==> src/rtl/blob_pkg.sv <==
// blob_pkg: shared frame geometry, state type and counter-width helper for blob_seq_tx
package blob_pkg;
   localparam int IMG_ROW = 600;
   localparam int IMG_COL = 800;
   localparam int BLOB_CNT_W = 8;
   function automatic int cnt_w(input int n);
      return n > 1 ? $clog2(n) : 1;
   endfunction
   localparam int ROW_W = cnt_w(IMG_ROW);
   localparam int COL_W = cnt_w(IMG_COL);
   typedef enum logic [2:0] {IDLE, ARMED, STREAM, FLUSH, WAIT} blob_tx_state_t;
endpackage

==> src/rtl/blob_binarize.sv <==
// blob_binarize: threshold compare of the grey stream into a one-bit foreground stream
// Optional 3-tap horizontal majority window: define BLOB_TX_MAJORITY_EN
module blob_binarize #(
   parameter int PIX_W = 12
) (
   input  logic             clk,
   input  logic             rst_n,
   input  logic             kill,
   input  logic [PIX_W-1:0] thr,
   input  logic             pix_valid,
   input  logic [PIX_W-1:0] pix,
   input  logic             col_last,
   output logic             seq_valid,
   output logic             seq,
   output logic             pend
);
   logic bit_in;
   assign bit_in = pix >= thr;
`ifdef BLOB_TX_MAJORITY_EN
   logic b_prev, b_cur, cur_last, emit, nxt;
   // A pending pixel is emitted once its right neighbour arrives, or at once if it ends the row
   always_comb begin
      emit = pend && (cur_last || pix_valid);
      nxt = cur_last ? 1'b0 : bit_in;
   end
   always_ff @(posedge clk or negedge rst_n)
      if (!rst_n) begin
         seq_valid <= 1'b0;
         seq <= 1'b0;
         pend <= 1'b0;
         b_prev <= 1'b0;
         b_cur <= 1'b0;
         cur_last <= 1'b0;
      end else if (kill) begin
         seq_valid <= 1'b0;
         pend <= 1'b0;
      end else begin
         seq_valid <= emit;
         if (emit) seq <= (b_prev & b_cur) | (b_prev & nxt) | (b_cur & nxt);
         if (pix_valid) begin
            b_prev <= (pend && !cur_last) ? b_cur : 1'b0;
            b_cur <= bit_in;
            cur_last <= col_last;
            pend <= 1'b1;
         end else if (emit) pend <= 1'b0;
      end
`else
   logic unused_col_last;
   assign unused_col_last = col_last;
   assign pend = 1'b0;
   always_ff @(posedge clk or negedge rst_n)
      if (!rst_n) begin
         seq_valid <= 1'b0;
         seq <= 1'b0;
      end else begin
         seq_valid <= pix_valid && !kill;
         if (pix_valid) seq <= bit_in;
      end
`endif
endmodule

==> src/rtl/blob_seq_tx.sv <==
// blob_seq_tx: frames one binarised raster into the blob pipeline and collects its count
// Optional majority filter in blob_binarize: define BLOB_TX_MAJORITY_EN
module blob_seq_tx #(
   parameter int IMG_ROW = blob_pkg::IMG_ROW,
   parameter int IMG_COL = blob_pkg::IMG_COL,
   parameter int PIX_W = 12,
   parameter int FLUSH_CYCLES = 200,
   parameter int RESULT_TIMEOUT = 300000
) (
   input  logic             i_clk,
   input  logic             i_rst_n,
   input  logic             i_start,
   input  logic [PIX_W-1:0] i_threshold,
   input  logic             i_pix_valid,
   input  logic             i_sof,
   input  logic [PIX_W-1:0] i_pix_gray,
   output logic             o_valid,
   output logic             o_data_valid,
   output logic             o_seq,
   output logic             o_proc_ccd,
   input  logic             i_blob_valid,
   input  logic [7:0]       i_blob_count,
   output logic [7:0]       o_count,
   output logic             o_done,
   output logic             o_err,
   output logic             o_busy
);
   import blob_pkg::*;
   localparam int RW = cnt_w(IMG_ROW);
   localparam int CW = cnt_w(IMG_COL);
   localparam int FW = cnt_w(FLUSH_CYCLES);
   localparam int TW = cnt_w(RESULT_TIMEOUT);
   blob_tx_state_t state;
   logic [RW-1:0] row;
   logic [CW-1:0] col;
   logic [FW-1:0] fc;
   logic [TW-1:0] tc;
   logic [PIX_W-1:0] thr;
   logic acc, abort, col_end, last, pend;
   always_comb begin
      acc = i_pix_valid && (state == ARMED ? i_sof : state == STREAM && !i_sof);
      abort = state == STREAM && i_pix_valid && i_sof;
      col_end = col == CW'(IMG_COL - 1);
      last = acc && col_end && row == RW'(IMG_ROW - 1);
   end
   assign o_busy = state != IDLE;
   blob_binarize #(.PIX_W(PIX_W)) u_bin (
      .clk(i_clk),
      .rst_n(i_rst_n),
      .kill(abort),
      .thr(thr),
      .pix_valid(acc),
      .pix(i_pix_gray),
      .col_last(col_end),
      .seq_valid(o_data_valid),
      .seq(o_seq),
      .pend(pend)
   );
   always_ff @(posedge i_clk or negedge i_rst_n)
      if (!i_rst_n) begin
         state <= IDLE;
         row <= '0;
         col <= '0;
         fc <= '0;
         tc <= '0;
         thr <= '0;
         o_valid <= 1'b0;
         o_proc_ccd <= 1'b0;
         o_count <= '0;
         o_done <= 1'b0;
         o_err <= 1'b0;
      end else begin
         o_done <= 1'b0;
         o_err <= 1'b0;
         if (acc) begin
            col <= col_end ? '0 : col + 1'b1;
            if (col_end) row <= row + 1'b1;
         end
         case (state)
            IDLE: if (i_start) begin
               thr <= i_threshold;
               row <= '0;
               col <= '0;
               o_valid <= 1'b1;
               o_proc_ccd <= 1'b1;
               state <= ARMED;
            end
            ARMED: if (acc) state <= last ? FLUSH : STREAM;
            STREAM: if (abort) begin
               o_valid <= 1'b0;
               o_proc_ccd <= 1'b0;
               o_done <= 1'b1;
               o_err <= 1'b1;
               state <= IDLE;
            end else if (last) state <= FLUSH;
            // Flush length is measured from the last data-valid cycle, so hold while the filter drains
            FLUSH: if (o_data_valid || pend) fc <= '0;
            else if (fc == FW'(FLUSH_CYCLES - 1)) begin
               o_valid <= 1'b0;
               tc <= '0;
               state <= WAIT;
            end else fc <= fc + 1'b1;
            WAIT: if (i_blob_valid) begin
               o_count <= i_blob_count;
               o_done <= 1'b1;
               o_proc_ccd <= 1'b0;
               state <= IDLE;
            end else if (tc == TW'(RESULT_TIMEOUT - 1)) begin
               o_count <= 8'hFF;
               o_done <= 1'b1;
               o_err <= 1'b1;
               o_proc_ccd <= 1'b0;
               state <= IDLE;
            end else tc <= tc + 1'b1;
            default: state <= IDLE;
         endcase
      end
endmodule

==> config.mk <==
export PLATFORM = sky130hd
export DESIGN_NAME = blob_seq_tx
export DESIGN_NICKNAME = d
export VERILOG_FILES = /design/src/rtl/blob_pkg.sv /design/src/rtl/blob_binarize.sv /design/src/rtl/blob_seq_tx.sv
export SDC_FILE = /design/constraint.sdc
export NUM_CORES = 1
export LEC_CHECK = 0
export CAP_MARGIN = 40
export CORE_ASPECT_RATIO = 0.6
export CORE_MARGIN = 1
export CORE_UTILIZATION = 59
export DETAILED_ROUTE_END_ITERATION = 16
export PLACE_DENSITY_LB_ADDON = 0.3
export SYNTH_ARGS = -nofsm -noshare
export SYNTH_HDL_FRONTEND = slang
export SYNTH_SLANG_ARGS = --single-unit
==> constraint.sdc <==
create_clock -name i_clk -period 4.1 [get_ports i_clk]
set_input_delay 1.025 -clock i_clk [delete_from_list [all_inputs] [get_ports i_clk]]
set_output_delay 1.025 -clock i_clk [all_outputs]
set_load 0.03 [all_outputs]
==> out/metrics.cfg <==
[setup_path]
critical_path_class = flop to output pin
start_kind = flop
rr_worst_depth = 5
startpoint = state[0]
worst-path-max-fanout = 12
r2r-start = state[0]
crit_end = o_busy
crit_slowest_cell = clkdlybuf4s50_1
end_kind = output pin
regToRegEndpoint = tc[16]
cp_cell_sequence = nor3_1, inv_1, clkdlybuf4s50_1
required_ns = 3.07
rrSetupSlack_ns = 1.66
arrival_ns = 1.88
crit_path_max_incr_delay_ns = 0.59

[sta]
post-route-min-period_ns = 2.907
hold_violations = 0
tightest_slew_ns = 0.7681
rsz0062_at_grt = false
setup_viol = 0
fmax_mhz = 344.0
timing.setup.tns_ns = 0
setup_ws_ns = 1.193
skew_ns = 0.01004
drv_slew = 0
fin_crit_sh_pct = 70.89
slew_headroom_pct = 48.79

[layout]
final_core_util_pct = 76.06
nets = 532
drive_gt1_share_pct = 5.590
n_antenna_cell = 0
final_common_cell = dfrtp_1
area_delta_synth_final_pct = 20.88
fin_cells = 567
layout_common_cells = dfrtp_1 (76), nand2_1 (69), clkdlybuf4s50_1 (51), o21ai_0 (32), nor2_1 (32)
fillers = 430
fin_area_mm2 = 0.004795

[place]
place_congestion = 0.8632
post-place-ws_ns = 0.8492
dp.cells = 551
dpl_cell_area_mm2 = 0.004593
io_buffers = 52
dp_hpwl_um = 6634

[logic_synthesis]
synth_cell_types = 48
ys_async_sr_fraction_pct = 100.0
netlist_area_mm2 = 0.003966
yosysWarnings = 0
syn-instance-count = 422
syn_avg_cell_area_um2 = 9.399
synth_edf_count = 0
yosys_register_bits = 76
syn-num-nets = 476
yosysSeqAreaShare_pct = 47.95
synth_ff_type = dfrtp_1

[routing]
vias = 3433
route.met3.wl_um = 736
final_antenna_net_count = 0
wl_um = 9225
avgViaCountPerCell = 6.055
routed.top_layer = met4
wl_met2_um = 3946
drc_errors = 0
drt-wirelength-per-cell_um = 16.27
m1WireLength_um = 4374
dr.pass1.iters = 5
drt_first_iter_violations = 239

[clock_tree]
cts_resized = 0
cts_hold_buf = 0
cts-buffers-inserted = 9
clk_pin_slew_worst_paths_ns = 0.08
cts_setup_buffers = 0
clk_latency_ns = 0.36
htreeDepth = 3
clock_tree.root_cell = clkbuf_8
cts.path.max_buffers = 2
cts_tree = done
clock_sinks = 76

[floorplanning]
die-height_um = 65.51
die_area_mm2 = 0.007065
core_area_mm2 = 0.006304
initial_core_util_pct = 62.92
die_x_um = 107.9
rows = 22
ios = 53

[grt]
grt_max_degree = 60
antenna_found_initial = 0
grt_pass1_wl_um = 15730
grt-ovfl-total = 0
grt_pass1_vias = 3297
track_usage_pct = 29.49

[run]
max-cap-violations = 0

[status]
run_status = finished clean

[pwr]
p_per_area_mw_per_mm2 = 447.5
vdd_ir_drop_max_mv = 0.2807
leakage_nw = 2.114

[worst_hold_path]
hp-class = flop to flop

-- per-stage QoR --
stage	hold slack, ns	power, W
detailed placement	0.4965	0.001569
global route	0.5192	0.002270
CTS	0.5085	0.002154
global placement	0.4671	0.001521
finish	0.5150	0.002146
floorplan	0.4486	0.001345
-- worst min path at each step --
stage                          start          to  depth (start not counted)
after global routing          row[9]      row[9]                          1
after floorplan               row[9]      row[9]                          1
final                     o_count[1]  o_count[1]                          1
after global placement        row[9]      row[9]                          1
after CTS                     row[9]      row[9]                          1
after detailed placement      thr[0]      thr[0]                          2
-- kinds of logic after synthesis --
family / share of synthesized area (%)
AOI/OAI and AO/OA: 11.70
xor gates and xnor gates: 4.196
adders and majority gates: 5.047
buffers and inverters: 2.870
DFF: 47.95
muxes: 2.019
and+or+nand+nor: 26.21
-- critical path: cells and delay by family (launching register included) --
kind / cells / cell delay [ns]
buffers and inverters: 2 / 0.66
flip-flops: 1 / 0.53
AND/OR/NAND/NOR: 1 / 0.33
-- report_power, final --
group | internal (W) | total (W) | switching (W)
sequential | 0.000867 | 0.000969 | 0.000103
combinational | 0.000247 | 0.000595 | 0.000348
clock | 0.000296 | 0.000582 | 0.000285
-- layout make-up --
class	count	area (um^2)	area share [%]
clock buffer	10	137.6	2.871
clock inverter	6	63.81	1.331
inverter	18	67.56	1.409
multi-input combinational	317	1951	40.68
sequential	76	1902	39.67
tap	84	105.1	2.192
timing repair buffer	56	568.0	11.85
-- metal layers --
layer / vias to the layer above / GRT usage, %
li1: 1608 / -
met1: 1638 / 41.60
met2: 168 / 42.71
met3: 19 / 8.929
met4: 0 / 11.47
met5: - / 0
-- synth_stat cells (2+ instances only) --
library cell  number  area share, %
a21oi_1           18            2.3
and2_1             5           0.79
and3_1             9            1.4
and3b_1            2           0.44
and4_1             4           0.88
buf_2              4           0.50
clkbuf_1           6           0.57
dfrtp_1           76             48
ha_1              16            5.0
inv_1             18            1.7
mux2i_1            8            2.0
nand2_1           69            6.5
nand2b_1           7            1.1
nand3_1           15            1.9
nand3b_1           2           0.38
nand4_1           12            1.9
nand4b_1           2           0.44
nor2_1            32            3.0
nor2b_1            2           0.32
nor3_1            10            1.3
nor3b_1            6            1.1
nor4_1             6           0.95
nor4b_1            3           0.66
o21a_1             2           0.38
o21ai_0           32            4.0
o22a_1             9            2.0
or3_1              7            1.1
or4_1              2           0.38
or4b_2             2           0.50
xnor2_1            8            1.8
xor2_1            11            2.4
-- sequential cells by signal, indices dropped and copies added, names as in the netlist, 3 cells and up --
| name | count |
|---|---|
| col | 10 |
| o_count | 8 |
| fc | 8 |
| row | 10 |
| state | 3 |
| tc | 19 |
| thr | 12 |
Note: power is estimated with default switching activity, not from simulation.
